==> config.mk <==
export PLATFORM = sky130hd
export DESIGN_NAME = stream_fifo_flat
export DESIGN_NICKNAME = d
export VERILOG_FILES = /design/src/rtl/stream_fifo_if.sv /design/src/rtl/stream_fifo.sv /design/src/flat_wrapper.sv
export SDC_FILE = /design/constraint.sdc
export NUM_CORES = 1
export LEC_CHECK = 0
export ABC_AREA = 1
export BUFFER_PORTS_ARGS = -buffer_cell sky130_fd_sc_hd__buf_2
export CAP_MARGIN = 20
export CORE_AREA = 2 2 284 286
export CTS_CLUSTER_SIZE = 20
export DETAILED_ROUTE_END_ITERATION = 8
export DIE_AREA = 0 0 286 288
export GPL_TIMING_DRIVEN = 1
export PLACE_DENSITY = 0.46
export SYNTH_ARGS = -nofsm -noshare
export SYNTH_HDL_FRONTEND = slang
export SYNTH_SLANG_ARGS = --single-unit
==> constraint.sdc <==
create_clock -name clk -period 7.7 [get_ports clk]
set_input_delay 0.77 -clock clk [delete_from_list [all_inputs] [get_ports clk]]
set_output_delay 0.77 -clock clk [all_outputs]
set_load 0.01 [all_outputs]
==> src/rtl/stream_fifo_if.sv <==
// Handshake bundle for stream_fifo: the master drives writes, reads and control;
// the slave (the FIFO) returns data, occupancy and status flags.
interface stream_fifo_if #(
    parameter int DATA_WIDTH = 32,
    parameter int FIFO_DEPTH = 16
);
    localparam int AW = $clog2(FIFO_DEPTH);

    logic                  flush;
    logic [DATA_WIDTH-1:0] wr_data;
    logic                  wr_en;
    logic                  rd_en;
    logic                  err_clr;
    logic [DATA_WIDTH-1:0] rd_data;
    logic                  rd_valid;
    logic                  full;
    logic                  empty;
    logic                  almost_full;
    logic                  almost_empty;
    logic [AW:0]           count;
    logic                  overflow;
    logic                  underflow;

    modport master (
        output flush, wr_data, wr_en, rd_en, err_clr,
        input  rd_data, rd_valid, full, empty, almost_full, almost_empty,
               count, overflow, underflow
    );

    modport slave (
        input  flush, wr_data, wr_en, rd_en, err_clr,
        output rd_data, rd_valid, full, empty, almost_full, almost_empty,
               count, overflow, underflow
    );
endinterface

==> src/rtl/stream_fifo.sv <==
// Synchronous FIFO with standard or first-word-fall-through read, occupancy flags and flush.
// Sticky overflow/underflow flags exist only when STREAM_FIFO_ERR_EN is defined.
module stream_fifo #(
    parameter int DATA_WIDTH    = 32,
    parameter int FIFO_DEPTH    = 16,
    parameter int FWFT          = 0,
    parameter int AFULL_THRESH  = 12,
    parameter int AEMPTY_THRESH = 4
) (
    input logic          clk,
    input logic          rst_n,
    stream_fifo_if.slave bus
);
    localparam int          AW      = $clog2(FIFO_DEPTH);
    localparam logic [AW:0] DEPTH_C = (AW+1)'(FIFO_DEPTH);
    localparam logic [AW:0] AF_C    = (AW+1)'(AFULL_THRESH);
    localparam logic [AW:0] AE_C    = (AW+1)'(AEMPTY_THRESH);

    logic [DATA_WIDTH-1:0] mem [FIFO_DEPTH];
    logic [AW:0]           wr_ptr, rd_ptr, count_r;
    logic [DATA_WIDTH-1:0] rd_data_r;
    logic                  rd_valid_r;
    logic                  wr_acc, rd_acc, mem_pop, rd_valid_nxt;
    logic                  full_w, empty_w, mem_empty;

    assign full_w    = (count_r == DEPTH_C);
    assign mem_empty = (wr_ptr == rd_ptr);
    // In FWFT mode a word still in memory is not yet readable, so empty follows rd_valid.
    assign empty_w   = (FWFT != 0) ? !rd_valid_r : (count_r == '0);

    // NOTE: every signal gets a default at the top of always_comb so no latch is inferred.
    always_comb begin
        wr_acc       = bus.wr_en && !full_w && !bus.flush;
        rd_acc       = bus.rd_en && !empty_w && !bus.flush;
        mem_pop      = rd_acc;
        rd_valid_nxt = rd_acc;
        if (FWFT != 0) begin
            mem_pop      = (!rd_valid_r || rd_acc) && !mem_empty && !bus.flush;
            rd_valid_nxt = mem_pop || (rd_valid_r && !rd_acc);
        end
        if (bus.flush) rd_valid_nxt = 1'b0;
    end

    // NOTE: storage has no reset; resetting the pointers is what discards the contents.
    always_ff @(posedge clk) begin
        if (wr_acc) mem[wr_ptr[AW-1:0]] <= bus.wr_data;
    end

    always_ff @(posedge clk or negedge rst_n) begin
        if (!rst_n) begin
            wr_ptr     <= '0;
            rd_ptr     <= '0;
            count_r    <= '0;
            rd_valid_r <= 1'b0;
            rd_data_r  <= '0;
        end else if (bus.flush) begin
            wr_ptr     <= '0;
            rd_ptr     <= '0;
            count_r    <= '0;
            rd_valid_r <= 1'b0;
        end else begin
            if (wr_acc) wr_ptr <= wr_ptr + 1'b1;
            if (mem_pop) begin
                rd_ptr    <= rd_ptr + 1'b1;
                rd_data_r <= mem[rd_ptr[AW-1:0]];
            end
            rd_valid_r <= rd_valid_nxt;
            case ({wr_acc, rd_acc})
                2'b10:   count_r <= count_r + 1'b1;
                2'b01:   count_r <= count_r - 1'b1;
                default: ;
            endcase
        end
    end

    assign bus.rd_data      = rd_data_r;
    assign bus.rd_valid     = rd_valid_r;
    assign bus.count        = count_r;
    assign bus.full         = full_w;
    assign bus.empty        = empty_w;
    assign bus.almost_full  = (count_r >= AF_C);
    assign bus.almost_empty = (count_r <= AE_C);

`ifdef STREAM_FIFO_ERR_EN
    logic overflow_r, underflow_r;

    // A new error in the same cycle as err_clr keeps the flag set.
    always_ff @(posedge clk or negedge rst_n) begin
        if (!rst_n) begin
            overflow_r  <= 1'b0;
            underflow_r <= 1'b0;
        end else begin
            overflow_r  <= (bus.wr_en && full_w && !bus.flush) || (overflow_r && !bus.err_clr);
            underflow_r <= (bus.rd_en && empty_w && !bus.flush) || (underflow_r && !bus.err_clr);
        end
    end

    assign bus.overflow  = overflow_r;
    assign bus.underflow = underflow_r;
`else
    logic unused_err_clr;
    assign unused_err_clr = bus.err_clr;
    assign bus.overflow   = 1'b0;
    assign bus.underflow  = 1'b0;
`endif
endmodule

==> src/flat_wrapper.sv <==
// flat-port wrapper written by rule: the top's interface ports become plain ports
module stream_fifo_flat 
#(
    parameter int DATA_WIDTH    = 32,
    parameter int FIFO_DEPTH    = 16,
    parameter int FWFT          = 0,
    parameter int AFULL_THRESH  = 12,
    parameter int AEMPTY_THRESH = 4
)
  (clk, rst_n, bus_flush, bus_wr_data, bus_wr_en, bus_rd_en, bus_err_clr, bus_rd_data, bus_rd_valid, bus_full, bus_empty, bus_almost_full, bus_almost_empty, bus_count, bus_overflow, bus_underflow);
  stream_fifo_if #(.DATA_WIDTH(DATA_WIDTH), .FIFO_DEPTH(FIFO_DEPTH)) bus_i ();
  input logic clk;
  input logic rst_n;
  input wire logic [$bits(bus_i.flush)-1:0] bus_flush;
  input wire logic [$bits(bus_i.wr_data)-1:0] bus_wr_data;
  input wire logic [$bits(bus_i.wr_en)-1:0] bus_wr_en;
  input wire logic [$bits(bus_i.rd_en)-1:0] bus_rd_en;
  input wire logic [$bits(bus_i.err_clr)-1:0] bus_err_clr;
  output wire logic [$bits(bus_i.rd_data)-1:0] bus_rd_data;
  output wire logic [$bits(bus_i.rd_valid)-1:0] bus_rd_valid;
  output wire logic [$bits(bus_i.full)-1:0] bus_full;
  output wire logic [$bits(bus_i.empty)-1:0] bus_empty;
  output wire logic [$bits(bus_i.almost_full)-1:0] bus_almost_full;
  output wire logic [$bits(bus_i.almost_empty)-1:0] bus_almost_empty;
  output wire logic [$bits(bus_i.count)-1:0] bus_count;
  output wire logic [$bits(bus_i.overflow)-1:0] bus_overflow;
  output wire logic [$bits(bus_i.underflow)-1:0] bus_underflow;
  assign bus_i.flush = bus_flush;
  assign bus_i.wr_data = bus_wr_data;
  assign bus_i.wr_en = bus_wr_en;
  assign bus_i.rd_en = bus_rd_en;
  assign bus_i.err_clr = bus_err_clr;
  assign bus_rd_data = bus_i.rd_data;
  assign bus_rd_valid = bus_i.rd_valid;
  assign bus_full = bus_i.full;
  assign bus_empty = bus_i.empty;
  assign bus_almost_full = bus_i.almost_full;
  assign bus_almost_empty = bus_i.almost_empty;
  assign bus_count = bus_i.count;
  assign bus_overflow = bus_i.overflow;
  assign bus_underflow = bus_i.underflow;
  stream_fifo #(.DATA_WIDTH(DATA_WIDTH), .FIFO_DEPTH(FIFO_DEPTH), .FWFT(FWFT), .AFULL_THRESH(AFULL_THRESH), .AEMPTY_THRESH(AEMPTY_THRESH)) u_core (.clk(clk), .rst_n(rst_n), .bus(bus_i));
endmodule
## After elaboration in Yosys (flattened, before gate mapping)

Memory sizes are Yosys's and may differ from the RTL's. A register that Yosys moved wholly into a read port is not among the register bits.
Cells that the tools add are included.

- Memories kept: 1
- Bits of input ports: 38
- RAM bits: 512
- Register bits: 16

- Add/subtract/negate cells: 4
- Bitwise gates (word level): 1
- Reductions and logical operators: 13
- Muxes and demuxes: 9
- Equality and inequality tests: 3
- Order comparisons: 2

Memories:

| memory | words | width | read ports | clocked after memory_dff | write ports | line | text |
|---|---|---|---|---|---|---|---|
| u_core.mem | 16 | 32 | 1 | 1 | 1 | stream_fifo.sv:19 | `logic [DATA_WIDTH-1:0] mem [FIFO_DEPTH];` |

Operators by type and width:

| kind | number |
|---|---|
| 2-to-1 mux 5 bit | 5 |
| adder 5 x 1 -> 5 bit (second input constant) | 3 |
| one-hot mux 5 bit (2 select lines) | 1 |
| == test 5 bit (second input constant) | 1 |
| >= comparator 5 x 4 -> 1 bit (second input constant) | 1 |
| <= comparator 5 x 3 -> 1 bit (second input constant) | 1 |
| zero test 5 bit | 1 |
| subtractor 5 x 1 -> 5 bit (second input constant) | 1 |
| logical AND 1 bit | 4 |
| zero test 1 bit | 4 |
| nonzero test 2 bit | 2 |
| 2-to-1 mux 1 bit | 3 |
| nonzero test 3 bit | 1 |
| == test 2 x 1 -> 1 bit (second input constant) | 1 |
| == test 2 bit (second input constant) | 1 |
| AND reduction 2 bit | 1 |
| inverter 1 bit | 1 |

## Longest topological paths before layout

Gate-level depths: netlist of the first run.

- Word-level depth: 7
- Mapped depth: 15
- Mapped depth without buffers: 15

## Least setup slack after synthesis of the first run

No wires, ideal clock.

- Path kind: input to register
- Start: input bus_wr_en
- End: memory u_core.mem[12][0], enable pin
- Stages: 4
- Required time: 7.239 ns
- Buffers on the path: 0
- Data arrival time: 3.327 ns
- Library setup time: 0.461 ns
- Setup slack: 3.911 ns
- Cells stage by stage: nand2_2 > nor2_1 > nand2_1 > nor3_1

- Word-level cells in the longest chain between the ends: 4

RTL lines:

| element | line | text |
|---|---|---|
| start, declared | flat_wrapper.sv:16 | `input wire logic [$bits(bus_i.wr_en)-1:0] bus_wr_en;` |
| logical AND 1 bit (2 in a row) | stream_fifo.sv:33 | `wr_acc = bus.wr_en && !full_w && !bus.flush;` |
| 2-to-1 mux 1 bit | stream_fifo.sv:46 | `if (wr_acc) mem[wr_ptr[AW-1:0]] <= bus.wr_data;` |
| 2-to-1 mux 1 bit (not written as such) | stream_fifo.sv:46 |  |
| end, declared | stream_fifo.sv:19 |  |

No other way between the ends.

==> results of run 1 <==
==> kinds of logic after synthesis <==
family,share of synthesized area
compound gates,0.0345
buf+inv,0.0596
other cells,0.000159
flops,0.701
simple gates,0.199
xor+xnor,0.000744
fa+ha+maj,0.00510
==> per-layer routing <==
metal / up-vias / track usage / part of all wire
met4: 6 / 0.0374 / 0.020
li1: 7355 / - / -
met2: 232 / 0.259 / 0.49
met3: 82 / 0.0255 / 0.039
met5: - / 0 / 0.00067
met1: 7358 / 0.192 / 0.45
==> per-stage QoR <==
stage	worst slack, ns	area [um2]	instances
after floorplan	3.91	23600	2203
after global placement	4.01	25000	3255
after detailed placement	4.01	25000	3255
after CTS	4.23	26900	3364
after global routing	3.97	26900	3365
final	4.33	26900	3365
==> power groups by stage <==
stage / registers [uW] / clock network, uW / logic [uW]
2_1_floorplan: 3610 / 0 / 1470
3_3_place_gp: 3640 / 0 / 1970
3_5_place_dp: 3650 / 0 / 1990
4_1_cts: 3590 / 2830 / 2000
5_1_grt: 3600 / 2950 / 2280
6_report: 3580 / 2750 / 1960
==> sequential cells by signal, indices dropped and copies added (netlist names) <==
| register | cells |
|---|---|
| u_core.rd_ptr | 4 |
| u_core.bus.rd_data | 32 |
| u_core.bus.rd_valid | 1 |
| u_core.wr_ptr | 4 |
| u_core.mem | 512 |
| u_core.bus.count | 5 |
==> placed cells by master (no fill, tap or decap), types with 4 or more instances in the layout <==
cell         n
inv_2        5
or2_1       30
dfrtp_1     42
clkinv_2     8
nor2_4      12
a21oi_1      5
nor3_2       4
edfxtp_1   512
clkbuf_16   59
nor2_1     134
clkbuf_1    21
o211ai_1    32
buf_2       78
clkbuf_8    15
o21ai_0     46
ha_1         8
nand2_1    803
inv_1      203
o21ai_1     62
buf_4       28
nand3_1    170
==> final cells by class <==
cell class / instances / area [um2] / share of cell area
tap: 1060 / 1330 / 0.0493
clock inverter: 14 / 106 / 0.00395
sequential: 558 / 16500 / 0.614
inverter: 210 / 798 / 0.0297
timing repair buffer: 108 / 648 / 0.0241
clock buffer: 95 / 1760 / 0.0654
multi-input combinational: 1320 / 5750 / 0.213
==> worst paths after layout <==
path                                       start                     end  slack [ns]
max                             u_core.rd_ptr[1]  u_core.bus.rd_data[22]        4.33
min                                        rst_n     u_core.bus.count[1]        0.30
max reg2reg                     u_core.rd_ptr[1]  u_core.bus.rd_data[22]        4.33
min reg2reg                u_core.bus.rd_data[3]   u_core.bus.rd_data[3]        0.48
max in group asynchronous                  rst_n        u_core.rd_ptr[1]        6.81
min in group clk                       bus_flush     u_core.bus.count[4]        0.43
==> critical path, cell delays in order (launching register included) <==
cell	delay (ns)
dfrtp_4	0.72
inv_4	0.82
buf_4	0.94
nor2_1	0.12
o21ai_0	0.11
nand2_1	0.08
nand2_1	0.06
nand3_1	0.09
nand3_1	0.16
nand2_1	0.07
==> results.json, run 1 <==
{
  "die_h_um": 288,
  "critPathLaunchType": "flop",
  "final_util": 0.338,
  "synth_ff_type": "edfxtp_1",
  "cts_max_path_buffers": 3,
  "grt_pass1_vias": 14700,
  "finalPower_uw": 8290,
  "drtPass1Iterations": 8,
  "start_util": 0.296,
  "setup_viol": 0,
  "synth_area_um2": 23600,
  "synth_top_cell_by_area": "edfxtp_1",
  "clock.fmax_mhz": 297,
  "drtIter0Drc": 965,
  "cts.clk_slew.worst_paths_ns": 0.06,
  "htree_levels": 2,
  "antenna_found_initial": 4,
  "cts_tree": "yes",
  "status": "finished clean",
  "ys_warn_count": 0,
  "reg2reg_depth": 9,
  "power_density_nw_per_um2": 308,
  "syn_inst": 2202,
  "num_vias": 15033,
  "peakVddDrop_mv": 0.202,
  "synth_area_leaders": "edfxtp_1, nand2_1, dfrtp_1, nand3_1, inv_1",
  "p_seq_frac": 0.432,
  "cp.arrival_ns": 3.86,
  "clk_latency_ns": 0.61,
  "synth.most_common_cell": "nand2_1",
  "cp-end-kind": "flop",
  "grt_overflow": 0,
  "drc_errors": 0,
  "power_frac_comb": 0.237,
  "dp_hpwl_um": 30000,
  "p_leak_uw": 0.0109,
  "min_path_type": "in -> async",
  "clkPwrFrac": 0.331,
  "grt_max_degree": 216,
  "synth_top_area_frac": 0.653,
  "clkSinkCount": 558,
  "nets": 2303,
  "async_flop_share": 0.0824,
  "path_max_fanout": 83,
  "ctsRootBufferMaster": "clkbuf_16",
  "grt_pass1_wl_um": 92000,
  "finalWirelength_um": 61400,
  "slew-limit-headroom": 0.285,
  "synth.avg_cell_area_um2": 10.7,
  "antenna_left": 0,
  "wl_per_cell_um": 18.2,
  "fillers": 7900,
  "finalHoldViolCount": 0,
  "cp.required_ns": 8.19,
  "crit_type": "reg -> reg",
  "track_usage": 0.149,
  "gp_congestion": 0.713,
  "intPower_uw": 5670,
  "sw_frac_of_total": 0.317,
  "synth_edf_count": 512,
  "ys_seq_area_frac": 0.701,
  "port_buffers": 78,
  "ctsResizeCount": 0,
  "post_cts_buffers": 0,
  "synth_common_cells": "nand2_1, edfxtp_1, inv_1, nand3_1, nor2_1",
  "viasPerCell": 4.47,
  "numCtsBuffers": 58,
  "grt_setup_unrepaired": "false",
  "area_delta_synth_final_pct": 14.3,
  "fin_crit_sh": 0.437,
  "io_pins": 82,
  "switchingPower_uw": 2630,
  "die-area_um2": 82400,
  "timing.hold.ws_ns": 0.303,
  "row_count": 104,
  "drive_gt1_frac": 0.0980,
  "antennaDiodeCount": 0,
  "maxSlewViolCount": 0,
  "yosysUniqueCellTypes": 31,
  "cap_violations": 0,
  "setup-tns-final_ns": 0,
  "period_minus_slack_ns": 3.37,
  "tightest_slew_ns": 1.07,
  "fin_skew_ns": 0.0137,
  "coreArea_um2": 79600,
  "die_x_um": 286,
  "synth-seq-cells": 558,
  "cts_hold_buf": 0
}
No activity file was read; power rests on OpenSTA's default activity.
==> run 2: changes to the inputs <==
==> constraint.sdc (replaced) <==
create_clock -name clk -period 3.16 [get_ports clk]
set_input_delay 0.316 -clock clk [delete_from_list [all_inputs] [get_ports clk]]
set_output_delay 0.316 -clock clk [all_outputs]
set_load 0.01 [all_outputs]
==> results.json, run 2 (synthesis gave the netlist of run 1 again) <==
{
  "cts_max_path_buffers": 3,
  "die-area_um2": 82400,
  "die_x_um": 286,
  "fin_crit_sh": 0.750,
  "finalPower_uw": 20800,
  "status": "finished clean",
  "io_pins": 82,
  "grt_setup_unrepaired": "false",
  "cap_violations": 0,
  "clock.fmax_mhz": 422,
  "setup_viol": 0,
  "tightest_slew_ns": 1.04,
  "r2r_end": "u_core.mem[6][28]",
  "grt_max_degree": 118,
  "die_h_um": 288,
  "crit_type": "reg -> reg",
  "numCtsBuffers": 66,
  "finalHoldViolCount": 0,
  "cp.required_ns": 3.43,
  "antennaDiodeCount": 0,
  "p_leak_uw": 0.0110,
  "cp-end-kind": "flop",
  "critPathMaxStageDelay_ns": 0.57,
  "dp_hpwl_um": 32600,
  "start_util": 0.296,
  "power_frac_comb": 0.240,
  "ctsRootBufferMaster": "clkbuf_16",
  "antenna_found_initial": 2,
  "clkPwrFrac": 0.343,
  "r2r_start": "u_core.bus.count[3]",
  "period_minus_slack_ns": 2.37,
  "antenna_left": 0,
  "port_buffers": 78,
  "grt_overflow": 0,
  "fillers": 8001,
  "min_delay_worst_endpoint": "u_core.bus.count[4]",
  "min_path_type": "in -> reg",
  "critPathLaunchType": "flop",
  "num_vias": 15136,
  "sw_frac_of_total": 0.315,
  "p_seq_frac": 0.417,
  "viasPerCell": 4.46,
  "switchingPower_uw": 6550,
  "coreArea_um2": 79600,
  "cts_tree": "yes",
  "area_delta_synth_final_pct": 16.0,
  "drc_errors": 0,
  "final_util": 0.343,
  "cts.clk_slew.worst_paths_ns": 0.05,
  "power_density_nw_per_um2": 760,
  "fin_skew_ns": 0.0274,
  "grt_pass1_wl_um": 91000,
  "intPower_uw": 14200,
  "peakVddDrop_mv": 0.480,
  "layout_common_cells": "nand2_1, edfxtp_1, inv_1",
  "gp_congestion": 0.754,
  "layout_commonest_cell": "nand2_1",
  "grt_pass1_vias": 14707,
  "worstPathCellList": "nor2_1 > nand3_1 > nand2_2 > inv_2 > nand2_1 > nor2_4 > buf_12",
  "maxSlewViolCount": 0,
  "track_usage": 0.146,
  "path_max_fanout": 20,
  "cp.arrival_ns": 2.64,
  "reg2reg_depth": 7,
  "nets": 2329,
  "slowest_stage": "nor2_4",
  "wl_per_cell_um": 17.6,
  "drtPass1Iterations": 5,
  "finalWirelength_um": 59800,
  "drtIter0Drc": 968,
  "worstHoldStart": "bus_flush",
  "largest_reg_flops": 512,
  "drive_gt1_frac": 0.102,
  "slew-limit-headroom": 0.308,
  "htree_levels": 3,
  "clk_latency_ns": 0.59,
  "ctsResizeCount": 0,
  "min_path_cells": 4,
  "row_count": 104,
  "clkSinkCount": 558,
  "reg2reg_slack_ns": 0.79
}
[run 2: cell count changes in the layout (fill, tap and decap cells not counted), moves of 2 or more]
cell       change
clkbuf_8      -15
clkbuf_16     +11
clkbuf_1       -2
buf_4          +6
buf_12        +12
clkinv_1      +15
[run 2: through the flow]
stage	hold WS, ns	cells	TNS [ns]	area, um2	setup WS [ns]
floorplan	0.0204	2203	-67.20	23600	-0.525
global placement	0.468	3273	0	25300	0.745
detailed placement	0.465	3273	0	25300	0.750
CTS	0.0204	3392	0	27300	0.746
global route	0.0709	3392	0	27300	0.515
finish	0.0415	3392	0	27300	0.790
[run 2: worst max-delay path by stage]
stage                   startpoint                  end  slack [ns]  depth (start not counted)
2_1_floorplan  u_core.bus.count[2]    u_core.mem[12][0]       -0.53                          6
3_3_place_gp   u_core.bus.count[1]  u_core.bus.count[4]        0.74                         14
3_5_place_dp   u_core.bus.count[3]    u_core.mem[6][21]        0.75                          7
4_1_cts        u_core.bus.count[1]  u_core.bus.count[4]        0.75                         14
5_1_grt        u_core.bus.count[1]  u_core.bus.count[4]        0.52                         14
6_report       u_core.bus.count[3]    u_core.mem[6][28]        0.79                          7
[run 2: worst max-delay path, delay by kind of cell (launching register included)]
family,cells,cell delay (ns)
flip-flops,1,0.45
buffers and inverters,2,0.42
AND/OR/NAND/NOR,5,1.16
[run 2: final cells by class]
cell class	count	area (um2)	area share
Timing Repair Buffer	126	916	0.0335
Clock inverter	29	191	0.00700
Inverter	210	796	0.0291
Multi-Input combinational cell	1320	5750	0.210
Tap cell	1060	1330	0.0485
Clock buffer	89	1820	0.0667
Sequential cell	558	16500	0.605
[run 2: power groups by stage]
| stage | combinational [uW] | clock (uW) | sequential [uW] |
|---|---|---|---|
| after CTS | 5150 | 7340 | 8660 |
| after detailed placement | 5130 | 0 | 8810 |
| after floorplan | 3590 | 0 | 8810 |
| final | 4990 | 7120 | 8650 |
| after global routing | 5760 | 7630 | 8700 |
| after global placement | 5080 | 0 | 8810 |
[run 2: metal layers]
layer / up-vias / global-route usage / part of all wire
met5: - / 0 / 0.00037
met4: 4 / 0.0461 / 0.022
met3: 88 / 0.0250 / 0.038
met2: 249 / 0.248 / 0.48
met1: 7389 / 0.190 / 0.46
li1: 7406 / - / -
[run 2: timing repair]
| action | CTS | global route |
|---|---|---|
| setup buffers | 0 | 0 |
| hold endpoints to repair | 46 | 0 |
| setup endpoints to repair | 0 | 0 |
| hold buffers | 1 | 0 |
==> run 3: changes to the inputs <==
==> constraint.sdc (replaced) <==
create_clock -name clk -period 2.28 [get_ports clk]
set_input_delay 0.228 -clock clk [delete_from_list [all_inputs] [get_ports clk]]
set_output_delay 0.228 -clock clk [all_outputs]
set_load 0.01 [all_outputs]
==> results.json, run 3 (synthesis gave the netlist of run 1 again) <==
{
  "status": "finished clean",
  "start_util": 0.296,
  "viasPerCell": 4.45,
  "die_h_um": 288,
  "numCtsBuffers": 66,
  "cp-end-kind": "flop",
  "setup-tns-final_ns": 0,
  "cts.clk_slew.worst_paths_ns": 0.06,
  "fin_ws_ns": 0.222,
  "die-area_um2": 82400,
  "wl_per_cell_um": 18.1,
  "layout_commonest_cell": "nand2_1",
  "critPathLaunchType": "flop",
  "largest_reg_flops": 512,
  "min_path_type": "in -> reg",
  "grt_setup_unrepaired": "false",
  "p_leak_uw": 0.0113,
  "row_count": 104,
  "clk_latency_ns": 0.61,
  "coreArea_um2": 79600,
  "dp_hpwl_um": 34600,
  "finalPower_uw": 29500,
  "peakVddDrop_mv": 0.563,
  "setup_viol": 0,
  "ctsRootBufferMaster": "clkbuf_16",
  "drtPass1Iterations": 5,
  "wl_met1_um": 27800,
  "drc_errors": 0,
  "grt_pass1_wl_um": 94300,
  "antenna_left": 0,
  "cp.arrival_ns": 2.54,
  "finalWirelength_um": 62100,
  "port_buffers": 78,
  "cts_tree": "yes",
  "fin_skew_ns": 0.0251,
  "power_density_nw_per_um2": 1050,
  "slew-limit-headroom": 0.534,
  "htree_levels": 3,
  "pre_cts_slack_ns": 0.0986,
  "finalHoldViolCount": 0,
  "met3_length_um": 2540,
  "clkSinkCount": 558,
  "timing.hold.ws_ns": 0.0325,
  "clock.fmax_mhz": 486,
  "dr_wl_met2_um": 30400,
  "drtIter0Drc": 951,
  "cap_violations": 0,
  "crit_type": "reg -> reg",
  "gp_congestion": 0.763,
  "finalInstanceArea_um2": 28000,
  "period_minus_slack_ns": 2.06,
  "cp.required_ns": 2.77,
  "routed.top_layer": "met5",
  "layout_common_cells": "nand2_1, edfxtp_1, inv_1",
  "io_pins": 82,
  "path_max_fanout": 6,
  "area_delta_synth_final_pct": 19.0,
  "place_area_um2": 25700,
  "fin_crit_sh": 0.902,
  "track_usage": 0.152,
  "drive_gt1_frac": 0.114,
  "grt_max_degree": 99,
  "antenna_found_initial": 1,
  "nets": 2368,
  "num_vias": 15278,
  "cts_max_path_buffers": 3,
  "grt_pass1_vias": 15053,
  "antennaDiodeCount": 0,
  "grt_overflow": 0,
  "maxSlewViolCount": 0,
  "die_x_um": 286,
  "tightest_slew_ns": 0.700
}
-- run 3: cell count changes in the layout (fill, tap and decap cells not counted), moves of 4 or more --
cell | before | now
nor3_4 | 0 | 4
clkinv_1 | 16 | 11
buf_12 | 13 | 34
clkbuf_8 | 0 | 6
nor3_2 | 4 | 0
dlygate4sd3_1 | 1 | 22
-- run 3: worst paths after layout --
check | slack, ns | from | endpoint | cells past startpoint
worst max register to register | 0.22 | u_core.bus.count[4] | u_core.bus.count[4] | 15
worst min register to register | 0.47 | u_core.bus.rd_data[30] | u_core.bus.rd_data[30] | 2
min in group asynchronous | 0.12 | rst_n | u_core.bus.count[3] | 2
worst max-delay path | 0.22 | u_core.bus.count[4] | u_core.bus.count[4] | 15
max in group asynchronous | 1.44 | rst_n | u_core.bus.rd_data[15] | 3
worst min-delay path | 0.03 | bus_wr_data[9] | u_core.mem[1][9] | 1
-- run 3: critical path: stages, from the launching register on --
cell and delay [ns]:
dfrtp_1 0.43, inv_1 0.11, nand3_2 0.11, nand3_2 0.10
inv_2 0.07, nand2_1 0.08, fa_1 0.41, nand3b_1 0.20
nand2_1 0.08, nand2_1 0.05, nand2_1 0.08, inv_1 0.04
nand2_1 0.06, nand2_1 0.04, nand2_1 0.06, nand2_1 0.04
-- run 3: layer usage --
metal,up-vias,track usage
li1,7496,-
met2,277,0.259
met1,7404,0.198
met4,2,0.0475
met3,99,0.0250
met5,-,0
-- run 3: stage by stage --
| step | std cells | utilization |
|---|---|---|
| floorplan | 2203 | - |
| global placement | 3291 | 0.323 |
| detailed placement | 3291 | 0.323 |
| CTS | 3432 | 0.352 |
| global route | 3432 | 0.352 |
| finish | 3432 | 0.352 |
-- run 3: repair_timing --
action	in CTS	in global routing
hold buffers	22	0
buffers inserted	0	0
gates resized for setup	0	4
setup endpoints to repair	0	26
endpoints found under the hold margin	204	0
-- run 3: power breakdown --
part | internal (uW) | switching [uW] | total [uW]
logic | 2560 | 4860 | 7420
registers | 11600 | 271 | 11900
clock network | 5970 | 4140 | 10100
-- run 3: layout make-up --
| type | count | area [um2] |
|---|---|---|
| clock buffers | 93 | 1830 |
| clock inverters | 26 | 239 |
| well taps | 1060 | 1330 |
| multi-input cells | 1320 | 5780 |
| repair buffers | 165 | 1520 |
| fillers | 7908 | 51600 |
| inverters | 210 | 796 |
| flip-flops and latches | 558 | 16500 |
